$ cat src/rtl/fetch_prefetch_queue.sv
// Instruction-fetch front end: PC register, PC+step adder and a DEPTH-entry prefetch FIFO to decode.
// Optional macro FETCH_BYPASS_EN presents the ROM word straight to decode when the FIFO is empty.
module fetch_prefetch_queue #(
  parameter int ADDR_W   = 8,
  parameter int INSTR_W  = 32,
  parameter int DEPTH    = 4,
  parameter int PC_STEP  = 4,
  parameter int RESET_PC = 0
) (
  input  logic                       clk,
  input  logic                       R,
  input  logic                       fetch_en,
  output logic [ADDR_W-1:0]          imem_addr,
  input  logic [INSTR_W-1:0]         imem_rdata,
  input  logic                       redirect,
  input  logic [ADDR_W-1:0]          redirect_pc,
  output logic                       id_valid,
  input  logic                       id_ready,
  output logic [INSTR_W-1:0]         id_instr,
  output logic [ADDR_W-1:0]          id_pc_next,
  output logic [$clog2(DEPTH):0]     count
);

  localparam int PTR_W = $clog2(DEPTH);
  localparam int CNT_W = PTR_W + 1;

  logic [ADDR_W-1:0]  pc_q, pc_d, pc_inc;
  logic [PTR_W-1:0]   wr_ptr_q, wr_ptr_d, rd_ptr_q, rd_ptr_d;
  logic [CNT_W-1:0]   count_q, count_d;
  logic [INSTR_W-1:0] instr_mem_q [DEPTH];
  logic [ADDR_W-1:0]  pcn_mem_q   [DEPTH];
  logic               full, empty, bypass, pop, fifo_pop, fetch, push;

  always_comb begin
    pc_inc = pc_q + ADDR_W'(PC_STEP);
    full   = (count_q == CNT_W'(DEPTH));
    empty  = (count_q == '0);
`ifdef FETCH_BYPASS_EN
    bypass = empty & fetch_en & ~redirect;
`else
    bypass = 1'b0;
`endif
    id_valid   = ~empty | bypass;
    id_instr   = '0;
    id_pc_next = '0;
    if (bypass) begin
      id_instr   = imem_rdata;
      id_pc_next = pc_inc;
    end else if (!empty) begin
      id_instr   = instr_mem_q[rd_ptr_q];
      id_pc_next = pcn_mem_q[rd_ptr_q];
    end
    pop      = id_valid & id_ready;
    fifo_pop = pop & ~empty;
    // A fetch may proceed into a full FIFO when the head leaves in the same cycle.
    fetch    = fetch_en & ~redirect & (~full | fifo_pop);
    // A bypassed word taken by decode this cycle never enters the FIFO.
    push     = fetch & ~(bypass & id_ready);

    pc_d     = pc_q;
    wr_ptr_d = wr_ptr_q;
    rd_ptr_d = rd_ptr_q;
    count_d  = count_q;
    if (redirect) begin
      pc_d     = redirect_pc;
      wr_ptr_d = '0;
      rd_ptr_d = '0;
      count_d  = '0;
    end else begin
      if (fetch)    pc_d     = pc_inc;
      if (push)     wr_ptr_d = wr_ptr_q + PTR_W'(1);
      if (fifo_pop) rd_ptr_d = rd_ptr_q + PTR_W'(1);
      count_d = count_q + CNT_W'(push) - CNT_W'(fifo_pop);
    end
  end

  always_ff @(posedge clk or negedge R) begin
    if (!R) begin
      pc_q     <= ADDR_W'(RESET_PC);
      wr_ptr_q <= '0;
      rd_ptr_q <= '0;
      count_q  <= '0;
    end else begin
      pc_q     <= pc_d;
      wr_ptr_q <= wr_ptr_d;
      rd_ptr_q <= rd_ptr_d;
      count_q  <= count_d;
    end
  end

  always_ff @(posedge clk) begin
    if (push) begin
      instr_mem_q[wr_ptr_q] <= imem_rdata;
      pcn_mem_q[wr_ptr_q]   <= pc_inc;
    end
  end

  assign imem_addr = pc_q;
  assign count     = count_q;

endmodule
$ cat config.mk
export PLATFORM = sky130hd
export DESIGN_NAME = fetch_prefetch_queue
export DESIGN_NICKNAME = d
export VERILOG_FILES = /design/src/rtl/fetch_prefetch_queue.sv
export SDC_FILE = /design/constraint.sdc
export NUM_CORES = 1
export LEC_CHECK = 0
export ABC_AREA = 1
export CAP_MARGIN = 20
export CORE_MARGIN = 2
export CORE_UTILIZATION = 35
export DETAILED_ROUTE_END_ITERATION = 12
export MAX_ROUTING_LAYER = met4
export PLACE_DENSITY = 0.65
export SLEW_MARGIN = 20
export SYNTH_ARGS = -nofsm -noshare
export SYNTH_HDL_FRONTEND = slang
export SYNTH_SLANG_ARGS = --single-unit
$ cat constraint.sdc
create_clock -name clk -period 3.15 [get_ports clk]
set_clock_uncertainty 0.15 [all_clocks]
set_input_delay 0.4725 -clock clk [delete_from_list [all_inputs] [get_ports clk]]
set_output_delay 0.4725 -clock clk [all_outputs]
set_load 0.02 [all_outputs]
# After elaboration in Yosys (flattened, before gate mapping)
# Memory sizes are Yosys's and may differ from the RTL's.
# Cells that the tools add are included.
totals:
  output_inout_bits: 52
  mem_bits_rw: 160
  regBits: 15
  mem_count: 2
mem_list:
  columns: ["memory", "words", "width", "read_ports", "rd_ports_with_merged_regs", "wr", "line_no", "rtl"]
  rows:
  - ["instr_mem_q", 4, 32, 1, 0, 1, "30", "logic [INSTR_W-1:0] instr_mem_q [DEPTH];"]
  - ["pcn_mem_q", 4, 8, 1, 0, 1, "31", "logic [ADDR_W-1:0] pcn_mem_q [DEPTH];"]
op_classes:
  n_mux: 11
  eq_ne: 1
  n_reduce_logical: 3
  add_sub_neg: 5
  bitwise_logic: 8
op_table:
  columns: ["cell", "n"]
  rows:
  - ["$mux W32", 1]
  - ["$mux W8", 3]
  - ["$add A8 B3 Y8 const B", 1]
  - ["$mux W2", 4]
  - ["$add A2 B1 Y2 const B", 2]
  - ["$and A1 B1 Y1", 4]
  - ["$reduce_bool A2 Y1", 2]
  - ["$add A3 B1 Y3", 1]
  - ["$eq A3 B3 Y1 const B", 1]
  - ["$logic_not A3 Y1", 1]
  - ["$mux W3", 1]
  - ["$not A1 Y1", 3]
  - ["$sub A3 B1 Y3", 1]
  - ["$mux W1", 2]
  - ["$or A1 B1 Y1", 1]

# Depth between registers and ports, before layout
# Gate-level depths: netlist (run 1).
depth:
  word_depth: 9
  depth_mapped: 12
  ltp_nobuf: 11

# Least setup slack after synthesis (run 1)
# OpenSTA, ideal clock, no wires.
synth_path:
  path_kind: "reg2reg"
  from: "register count_q[1] (netlist: count[1])"
  to: "memory instr_mem_q[0][0] (enable)"
  stages_incl_launch_ff: 6
  n_path_buf: 1
  required_ns: 2.562
  arrival_time_ns: 2.603
  setup_slack_ns: -0.041
  period_less_slack_ns: 3.191
  path_cell_list: "dfrtp_1 > nor2_1 > nand2_1 > nand2_1 > buf_6 > nor2_1"
synth_between:
  elab_chain_cells: 8
  word_cells_on_any_way: 10
  classes_between: "eq/ne (1); mux (2); bitwise (6); reduce/logical (1)"
synth_rtl:
  columns: ["item", "line_no", "rtl"]
  rows:
  - ["start: declaration", "29", "logic [CNT_W-1:0] count_q, count_d;"]
  - ["start signal: assignment", "87", "count_q <= count_d;"]
  - ["$logic_not A3 Y1", "37", "empty = (count_q == '0);"]
  - ["$not A1 Y1", "43, 54", null]
  - ["$and A1 B1 Y1", "53", "pop = id_valid & id_ready;"]
  - ["$and A1 B1 Y1", "54", "fifo_pop = pop & ~empty;"]
  - ["$or A1 B1 Y1 (*)", "56", "fetch = fetch_en & ~redirect & (~full | fifo_pop);"]
  - ["$and A1 B1 Y1 (*)", "56", null]
  - ["$mux W1 (*)", "92", "if (push) begin"]
  - ["$mux W1 (implied by the code) (*)", "93", "instr_mem_q[wr_ptr_q] <= imem_rdata;"]
  - ["end: declaration", "30", null]
# Mark *: on every way between the ends. The rest lies on a longest branch, timed or not.

# Final worst setup path (run 1)
layout_path:
  from: "register rd_ptr_q[0]"
  to: "output id_pc_next[3]"
layout_between:
  elab_chain_cells: 2
layout_rtl:
  columns: ["item", "line_no", "rtl"]
  rows:
  - ["start: declaration", "28", "logic [PTR_W-1:0] wr_ptr_q, wr_ptr_d, rd_ptr_q, rd_ptr_d;"]
  - ["start signal: assignment", "86", "rd_ptr_q <= rd_ptr_d;"]
  - ["$mem_v2 Z4 W8", null, null]
  - ["$mux W8", "49", "end else if (!empty) begin"]
  - ["end: declaration", "20", "output logic [ADDR_W-1:0] id_pc_next,"]
# Every way passes these cells.

==> impl_metrics.py, run 1 <==
metrics = {
    "layout": {
        "seq_area_mm2": 0.00518,
        "drive_above_1_share_pct": 8.78,
        "area_growth_pct": 25.1,
        "nFillCells": 1867,
        "nNetsFinal": 746,
        "multiInputGateArea_mm2": 0.00168,
        "instances_no_fill": 977,
    },
    "detailed_routing": {
        "drc_errors": 0,
        "drtIter0Drc": 308,
        "viasPerCell": 4.77,
        "dr.pass1.iters": 4,
        "routed_wl_um": 15600,
        "final_antenna_net_count": 0,
        "wl_per_cell_um": 16.0,
        "vias": 4658,
    },
    "logic_synthesis": {
        "synth_warnings": 0,
        "syn_nets": 645,
        "syn_area_per_cell_um2": 12.2,
        "seq_area_frac_synth_pct": 71.7,
        "ys_seq_elements": 175,
        "ys_types": 30,
        "synth_area_mm2": 0.00723,
        "syn-instance-count": 592,
    },
    "sta": {
        "slew_violations": 0,
        "finalHoldViolCount": 0,
        "relSlewSlack_pct": 50.8,
        "rsz0062_at_grt": "no",
        "fmax_mhz": 334,
        "setup_violations": 0,
        "min_period_over_period_pct": 95.1,
        "finalCriticalPeriod_ns": 3.00,
        "setup_ws_ns": 0.153,
        "worst_pin_slew_ns": 0.735,
    },
    "floorplanning": {
        "die_area_mm2": 0.0218,
        "die_x_um": 148,
        "rows": 52,
        "die_h_um": 148,
        "core_area_mm2": 0.0202,
        "initial_core_util_pct": 35.7,
        "io_pins": 97,
    },
    "clock_tree": {
        "cts_tree": "done",
        "cts_inserted_buffers": 17,
        "htreeDepth": 4,
        "insertion_delay_ns": 0.43,
        "clockBufferDepth": 2,
        "clock_sink_count": 175,
        "clk_pin_slew_worst_paths_ns": 0.07,
        "cts_root_buf": "clkbuf_16",
    },
    "worst_setup_path": {
        "cp_max_fo": 17,
        "crit_buf_inv": 2,
        "worstSetupStartpointType": "register",
        "worstSetupEndpointType": "primary output",
        "slowest_stage": "clkdlybuf4s50_1",
        "critPathMaxStageDelay_ns": 0.65,
        "crit_chain": "buf_4, nor2_1, nor2_1, o21ai_1, a21oi_1, clkdlybuf4s50_1",
        "worstSetupPathType": "reg2out",
        "crit_arrival_ns": 2.37,
        "cp_common_cell": "nor2_1",
        "crit_family": "buffers and inverters",
        "crit_required_ns": 2.53,
    },
    "min_path": {
        "hold_path.class": "in2async",
    },
    "global_route": {
        "antenna_found_initial": 1,
        "groute.usage.overall_pct": 15.6,
        "grt_max_degree": 47,
        "grt_pass1_wl_um": 24900,
        "overflow": 0,
        "grt_pass1_vias": 4683,
    },
    "place": {
        "portBuffers": 96,
        "dp_cells": 943,
        "gp_congestion": 0.755,
        "preCtsSetupSlack_ns": 0.353,
        "place_hpwl_um": 9850,
    },
    "pwr": {
        "power_leakage_nw": 3.20,
        "ir_worst_vdd_mv": 0.535,
        "powerDensity_mw_per_mm2": 869,
    },
    "run_status": {
        "status": "finished clean",
    },
    "flow_run": {
        "cap_viol_max_count": 0,
    },
}
-- cell families after synthesis --
group | count (synthesis) | share of synthesized area (%)
compound gates | 128 | 8.95
simple gates | 223 | 12.0
xor+xnor | 3 | 0.364
buf+inv | 55 | 5.49
flops | 175 | 71.7
fa+ha+maj | 8 | 1.49
-- path summary, 6_finish.rpt --
check / from / to / slack, ns / cells after the start
max: rd_ptr_q[0] / id_pc_next[3] / 0.15 / 6
min reg2reg: imem_addr[7] / imem_addr[7] / 0.44 / 2
max in group asynchronous: R / rd_ptr_q[0] / 1.97 / 1
min in group clk: redirect_pc[1] / imem_addr[1] / 0.43 / 3
max reg2reg: count[1] / count[2] / 0.72 / 11
min: R / count[2] / 0.33 / 1
-- repair_timing --
action | 4_1_cts | 5_1_grt
buffers inserted | 1 | 0
setup endpoints to repair | 16 | 23
gates resized for setup | 2 | 6
hold buffers | 0 | 0
-- per-layer routing --
layer  up-vias  track usage [%]  share of wire [%]
met5         -                -                  0
met4         0             4.71               0.98
met3        15             4.10                5.6
met2       120             25.3                 50
met1      2259             19.2                 44
li1       2264                -                  -
-- sequential cells by signal (all words and copies together), names as in the netlist --
name / flops
imem_addr: 8
count: 3
instr_mem_q: 128
rd_ptr_q: 2
pcn_mem_q: 32
wr_ptr_q: 2
-- final cells by class --
| type | count | share of cell area, % |
|---|---|---|
| Antenna cell | 1 | 0.0277 |
| Inverter | 20 | 0.997 |
| Multi-Input combinational cell | 362 | 18.6 |
| Timing Repair Buffer | 117 | 12.9 |
| Clock inverter | 15 | 1.59 |
| Clock buffer | 17 | 4.71 |
| Tap cell | 270 | 3.74 |
| Sequential cell | 175 | 57.4 |
-- per-stage QoR --
| stage | utilization [%] | power (W) | hold WS [ns] | cell area, µm² | TNS [ns] |
|---|---|---|---|---|---|
| floorplan | - | 0.00466 | 0.0269 | 7230 | -6.54 |
| global placement | 41.7 | 0.00587 | 0.415 | 8440 | 0 |
| detailed placement | 41.7 | 0.00588 | 0.425 | 8440 | 0 |
| CTS | 44.6 | 0.00794 | 0.341 | 9020 | 0 |
| global route | 44.7 | 0.00827 | 0.377 | 9040 | 0 |
| finish | 44.7 | 0.00786 | 0.328 | 9040 | 0 |
-- power breakdown --
part           leakage, nW  internal, W  switching [W]
Clock                0.282      0.00116       0.000876
Sequential            1.64      0.00273       0.000118
Combinational         1.27      0.00121        0.00176
-- cell usage in the layout (no fill, tap or decap), types with 2 or more instances in the layout --
cell             count
clkbuf_16           17
buf_4               16
edfxtp_1           160
nor2_1             166
clkinv_2             5
nand3_1             16
a21oi_1             41
dfrtp_1             13
inv_1               17
dlymetal6s2s_1       2
bufinv_16            2
buf_6                2
o21ai_1             61
clkinv_4             2
clkdlybuf4s50_1     94
o21ai_0             24
clkinv_1             2
inv_6                3
xnor2_1              2
nor2_4               5
buf_12               3
ha_1                 7
nand2_1             32
-- Yosys cell counts --
cell      count  area [µm²]
clkbuf_1      2        7.51
clkbuf_2      2        10.0
xor2_1        1        8.76
nor2_1      170         638
nand2_1      32         120
fa_1          1        20.0
inv_1        17        63.8
o21ai_0      24         120
buf_4         5        37.5
and3_1        1        6.26
buf_6         3        33.8
buf_12        5         100
nor2_2        1        6.26
buf_2        12        60.1
a21oi_2       1        8.76
inv_6         1        8.76
nand4_1       1        6.26
buf_1         2        7.51
nor3_1        1        5.00
nand3_1      16        80.1
o21bai_1      1        7.51
buf_8         4        60.1
o21ai_1      61         305
inv_2         2        7.51
ha_1          7        87.6
dfrtp_1      15         375
and2_1        1        6.26
a21oi_1      41         205
xnor2_1       2        17.5
edfxtp_1    160        4800
Note: power is estimated with default switching activity, not from simulation.
==> run 2, diff against run 1 <==
Settings changed: DONT_BUFFER_PORTS set to 1, PLACE_DENSITY 0.65 to 0.59, SLEW_MARGIN 20 to 25.
==> impl_metrics.py, run 2 (synthesis gave the netlist of run 1 again) <==
metrics = {
    "floorplanning": {
        "initial_core_util_pct": 35.7,
        "die_area_mm2": 0.0218,
        "core_area_mm2": 0.0202,
        "io_pins": 97,
        "die_x_um": 148,
        "rows": 52,
        "die_h_um": 148,
    },
    "layout": {
        "nNetsFinal": 684,
        "largest_reg_flops": 128,
        "drive_above_1_share_pct": 9.47,
        "instances_no_fill": 915,
        "mostFrequentLayoutCells": "166 x nor2_1, 160 x edfxtp_1, 61 x o21ai_1",
        "area_growth_pct": 16.5,
        "final_common_cell": "nor2_1",
        "regMostFlops": "instr_mem_q",
        "fin_area_mm2": 0.00841,
    },
    "global_route": {
        "groute.usage.overall_pct": 15.1,
        "grt_max_degree": 83,
        "overflow": 0,
        "antenna_found_initial": 1,
        "grt_pass1_wl_um": 24500,
        "grt_pass1_vias": 4587,
    },
    "detailed_routing": {
        "drc_errors": 0,
        "viasPerCell": 4.93,
        "vias": 4511,
        "routed_wl_um": 15600,
        "dr.pass1.iters": 4,
        "drtIter0Drc": 317,
        "wl_per_cell_um": 17.1,
        "final_antenna_net_count": 0,
    },
    "sta": {
        "rsz0062_at_grt": "no",
        "fmax_mhz": 344,
        "setup_violations": 0,
        "finalHoldViolCount": 0,
        "relSlewSlack_pct": 50.3,
        "worst_pin_slew_ns": 0.742,
        "slew_violations": 0,
        "min_period_over_period_pct": 92.4,
        "fin_tns_setup_ns": 0,
        "finalCriticalPeriod_ns": 2.91,
    },
    "pwr": {
        "powerDensity_mw_per_mm2": 860,
        "power_leakage_nw": 2.95,
        "ir_worst_vdd_mv": 1.08,
        "power_w": 0.00724,
    },
    "worst_setup_path": {
        "worstSetupPathType": "reg2out",
        "worstSetupEndpointType": "primary output",
        "slowest_stage": "dfrtp_4",
        "worstSetupStartpointType": "register",
        "worstSetupStartpoint": "rd_ptr_q[0]",
        "crit_arrival_ns": 2.29,
        "crit_required_ns": 2.53,
        "cp_max_fo": 39,
        "cp_common_cell": "nor2_1",
        "critPathMaxStageDelay_ns": 0.62,
        "r2r-start": "count[1]",
        "crit_chain": "buf_4, nor2_1, nor2_1, o21ai_1, a21oi_1",
    },
    "min_path": {
        "hold_path.startpoint": "redirect",
        "hold_path.class": "in2reg",
    },
    "clock_tree": {
        "clock_sink_count": 175,
        "cts_tree": "done",
        "cts_inserted_buffers": 17,
        "htreeDepth": 4,
        "clk_pin_slew_worst_paths_ns": 0.07,
        "clockBufferDepth": 2,
        "insertion_delay_ns": 0.41,
        "post_cts_buffers": 0,
        "cts_root_buf": "clkbuf_16",
    },
    "place": {
        "post_dp_cell_area_mm2": 0.00744,
        "dp_cells": 848,
        "portBuffers": 0,
        "gp_congestion": 0.785,
        "place_hpwl_um": 9100,
    },
    "run_status": {
        "status": "finished clean",
    },
    "flow_run": {
        "cap_viol_max_count": 0,
    },
}
-- run 2: metrics by stage --
| stage | hold slack [ns] | setup WS, ns | util [%] |
|---|---|---|---|
| after CTS | 0.0143 | 0.165 | 41.6 |
| after floorplan | 0.0269 | -0.0408 | - |
| final | 0.0249 | 0.240 | 41.6 |
| after global placement | 0.0276 | 0.659 | 36.8 |
| after detailed placement | 0.0275 | 0.624 | 36.8 |
| after global routing | 0.0186 | 0.0165 | 41.6 |
-- run 2: repair_timing --
item,4_1_cts,5_1_grt
hold buffers,34,0
resized for setup,0,0
endpoints found under the hold margin,146,0
setup endpoints to repair,0,0
-- run 2: final timing paths --
check	cells past startpoint	to	slack [ns]
setup / recovery	5	id_pc_next[3]	0.24
hold / removal	2	imem_addr[0]	0.02
setup reg to reg	11	count[2]	0.75
hold reg to reg	2	wr_ptr_q[1]	0.51
max in group asynchronous	1	rd_ptr_q[0]	1.89
min in group asynchronous	1	count[0]	0.41
-- run 2: routing by layer --
| layer | vias up | wire (µm) | share of wire, % | global-route usage (%) |
|---|---|---|---|---|
| li1 | 2136 | - | - | - |
| met1 | 2240 | 7060 | 45 | 19.2 |
| met5 | - | 0 | 0 | - |
| met3 | 13 | 782 | 5.0 | 3.92 |
| met2 | 122 | 7620 | 49 | 24.4 |
| met4 | 0 | 155 | 0.99 | 3.85 |
-- run 2: worst max-delay path, delay by kind of cell (launching register included) --
kind / cells / cell delay [ns]
AOI/OAI and AO/OA: 2 / 0.56
DFF: 1 / 0.62
and+or+nand+nor: 2 / 0.21
buffers and inverters: 1 / 0.46
-- run 2: layout make-up --
| cell class | count | area (µm²) |
|---|---|---|
| diodes | 1 | 2.50 |
| flip-flops and latches | 175 | 5180 |
| well taps | 270 | 338 |
| fillers | 1869 | 11800 |
| multi-input cells | 362 | 1680 |
| repair buffers | 55 | 498 |
| inverters | 20 | 80.1 |
| clock buffers | 19 | 443 |
| clock inverters | 13 | 184 |
-- run 2: power by group --
part | leakage, nW | switching [W] | internal [W] | total, W
clock | 0.303 | 0.000853 | 0.00135 | 0.00221
combinational | 1.01 | 0.00161 | 0.000525 | 0.00214
sequential | 1.64 | 0.000169 | 0.00273 | 0.00290
==> run 3, diff against run 2 <==
Settings changed: CELL_PAD_IN_SITES_DETAIL_PLACEMENT set to 0, CELL_PAD_IN_SITES_GLOBAL_PLACEMENT set to 1, PLACE_DENSITY 0.59 to 0.66.
Clock period 3.15 ns to 3.1 ns, I/O delays scaled along.
==> impl_metrics.py, run 3 (synthesis gave the netlist of run 1 again) <==
metrics = {
    "run_status": {
        "status": "finished clean",
    },
    "detailed_routing": {
        "dr.pass1.iters": 5,
        "wl_per_cell_um": 17.5,
        "viasPerCell": 4.81,
        "final_antenna_net_count": 0,
        "vias": 4396,
        "drc_errors": 0,
        "routed_wl_um": 16000,
        "drtIter0Drc": 250,
    },
    "layout": {
        "regMostFlops": "instr_mem_q",
        "fin_area_mm2": 0.00841,
        "drive_above_1_share_pct": 9.94,
        "mostFrequentLayoutCells": "166 x nor2_1, 160 x edfxtp_1, 61 x o21ai_1",
        "nNetsFinal": 684,
        "area_growth_pct": 16.5,
        "nFillCells": 1865,
        "instances_no_fill": 914,
        "largest_reg_flops": 128,
        "final_common_cell": "nor2_1",
        "n_antenna_cell": 0,
    },
    "global_route": {
        "grt_pass1_wl_um": 25300,
        "antenna_found_initial": 0,
        "grt_max_degree": 83,
        "groute.usage.overall_pct": 15.8,
        "overflow": 0,
        "grt_pass1_vias": 4513,
    },
    "clock_tree": {
        "htreeDepth": 4,
        "cts_inserted_buffers": 17,
        "clk_pin_slew_worst_paths_ns": 0.07,
        "cts_tree": "done",
        "clockBufferDepth": 2,
        "clock_sink_count": 175,
        "cts_root_buf": "clkbuf_16",
        "insertion_delay_ns": 0.43,
    },
    "sta": {
        "finalHoldViolCount": 0,
        "relSlewSlack_pct": 52.6,
        "setup_violations": 0,
        "finalCriticalPeriod_ns": 2.86,
        "rsz0062_at_grt": "no",
        "min_period_over_period_pct": 92.2,
        "worst_pin_slew_ns": 0.709,
        "slew_violations": 0,
        "fmax_mhz": 350,
    },
    "worst_setup_path": {
        "crit_arrival_ns": 2.24,
        "r2r_cells": 11,
        "crit_required_ns": 2.48,
        "worstSetupStartpointType": "register",
        "worstSetupPathType": "reg2out",
        "cp_max_fo": 19,
        "worstSetupEndpointType": "primary output",
    },
    "pwr": {
        "ir_worst_vdd_mv": 0.437,
        "intPower_w": 0.00451,
        "power_frac_seq_pct": 41.0,
        "powerDensity_mw_per_mm2": 856,
        "sw_frac_of_total_pct": 37.4,
        "combPwrFrac_pct": 30.0,
        "power_leakage_nw": 2.95,
        "switching_power_w": 0.00269,
        "clkPwrFrac_pct": 29.0,
    },
    "place": {
        "dp_cells": 847,
        "post_dp_cell_area_mm2": 0.00746,
        "gp_congestion": 0.739,
        "place_hpwl_um": 9380,
        "portBuffers": 0,
    },
    "floorplanning": {
        "die_x_um": 148,
        "rows": 52,
        "core_area_mm2": 0.0202,
        "die_h_um": 148,
        "io_pins": 97,
        "initial_core_util_pct": 35.7,
        "die_area_mm2": 0.0218,
    },
    "min_path": {
        "worstHoldPathCells": 2,
        "hold_path.class": "in2reg",
    },
    "flow_run": {
        "cap_viol_max_count": 0,
    },
}
-- run 3: cell types whose count changed in the layout (fill, tap and decap cells not counted), moves of 2 or more --
cell,previous run,this run
buf_12,0,2
buf_4,21,18
bufinv_16,4,0
clkbuf_16,17,19
clkbuf_8,1,4
clkinv_1,2,0
inv_4,0,2
inv_6,4,2
-- run 3: area by class of cell --
| class | count | area [µm²] | share of cell area [%] |
|---|---|---|---|
| Clock buffer | 23 | 531 | 6.30 |
| Clock inverter | 9 | 67.6 | 0.803 |
| Inverter | 20 | 80.1 | 0.952 |
| Multi-Input combinational cell | 362 | 1690 | 20.1 |
| Sequential cell | 175 | 5180 | 61.6 |
| Tap cell | 270 | 338 | 4.01 |
| Timing Repair Buffer | 55 | 526 | 6.25 |
-- run 3: worst max-delay path: stages (launching register included) --
cell and delay, ns:
dfrtp_2 0.66, inv_2 0.23, buf_4 0.27, nor2_1 0.12, o21ai_0 0.08, a21oi_1 0.47
-- run 3: power groups by stage --
stage | logic, W | clock network [W] | registers [W]
after global routing | 0.00240 | 0.00223 | 0.00298
final | 0.00216 | 0.00209 | 0.00296
after CTS | 0.00222 | 0.00215 | 0.00296
after global placement | 0.00212 | 0 | 0.00300
after detailed placement | 0.00214 | 0 | 0.00301
after floorplan | 0.00181 | 0 | 0.00293
-- run 3: worst paths after layout --
kind / slack [ns] / to / start
worst min register to register: 0.49 / wr_ptr_q[1] / wr_ptr_q[1]
worst max-delay path: 0.24 / id_instr[26] / rd_ptr_q[1]
min in group asynchronous: 0.38 / imem_addr[2] / R
worst min-delay path: 0.02 / imem_addr[6] / redirect_pc[6]
worst max register to register: 0.63 / count[2] / count[1]
max in group asynchronous: 1.90 / rd_ptr_q[0] / R
-- run 3: what timing repair did --
item / in CTS / in global routing
gates resized for setup: 0 / 1
hold buffers: 35 / 0
setup endpoints to repair: 0 / 1
hold endpoints to repair: 147 / 0
setup buffers: 0 / 0
-- run 3: stage by stage --
stage	utilization, %	hold slack (ns)	setup TNS (ns)	setup slack [ns]	total power, W
floorplan	-	0.0194	-14.54	-0.0908	0.00474
global placement	36.9	0.0200	0	0.675	0.00513
detailed placement	36.9	0.0199	0	0.628	0.00516
CTS	41.6	0.000985	0	0.169	0.00733
global route	41.6	0.0115	0	0.0712	0.00761
finish	41.6	0.0187	0	0.242	0.00720
-- run 3: routing by layer --
layer	share of wire (%)	vias up	wire [µm]	track usage (%)
met1	44	2152	7010	18.9
met5	0	-	0	-
met2	50	92	8020	26.2
met4	1.2	0	187	4.33
met3	5.1	14	816	4.60
li1	-	2138	-	-
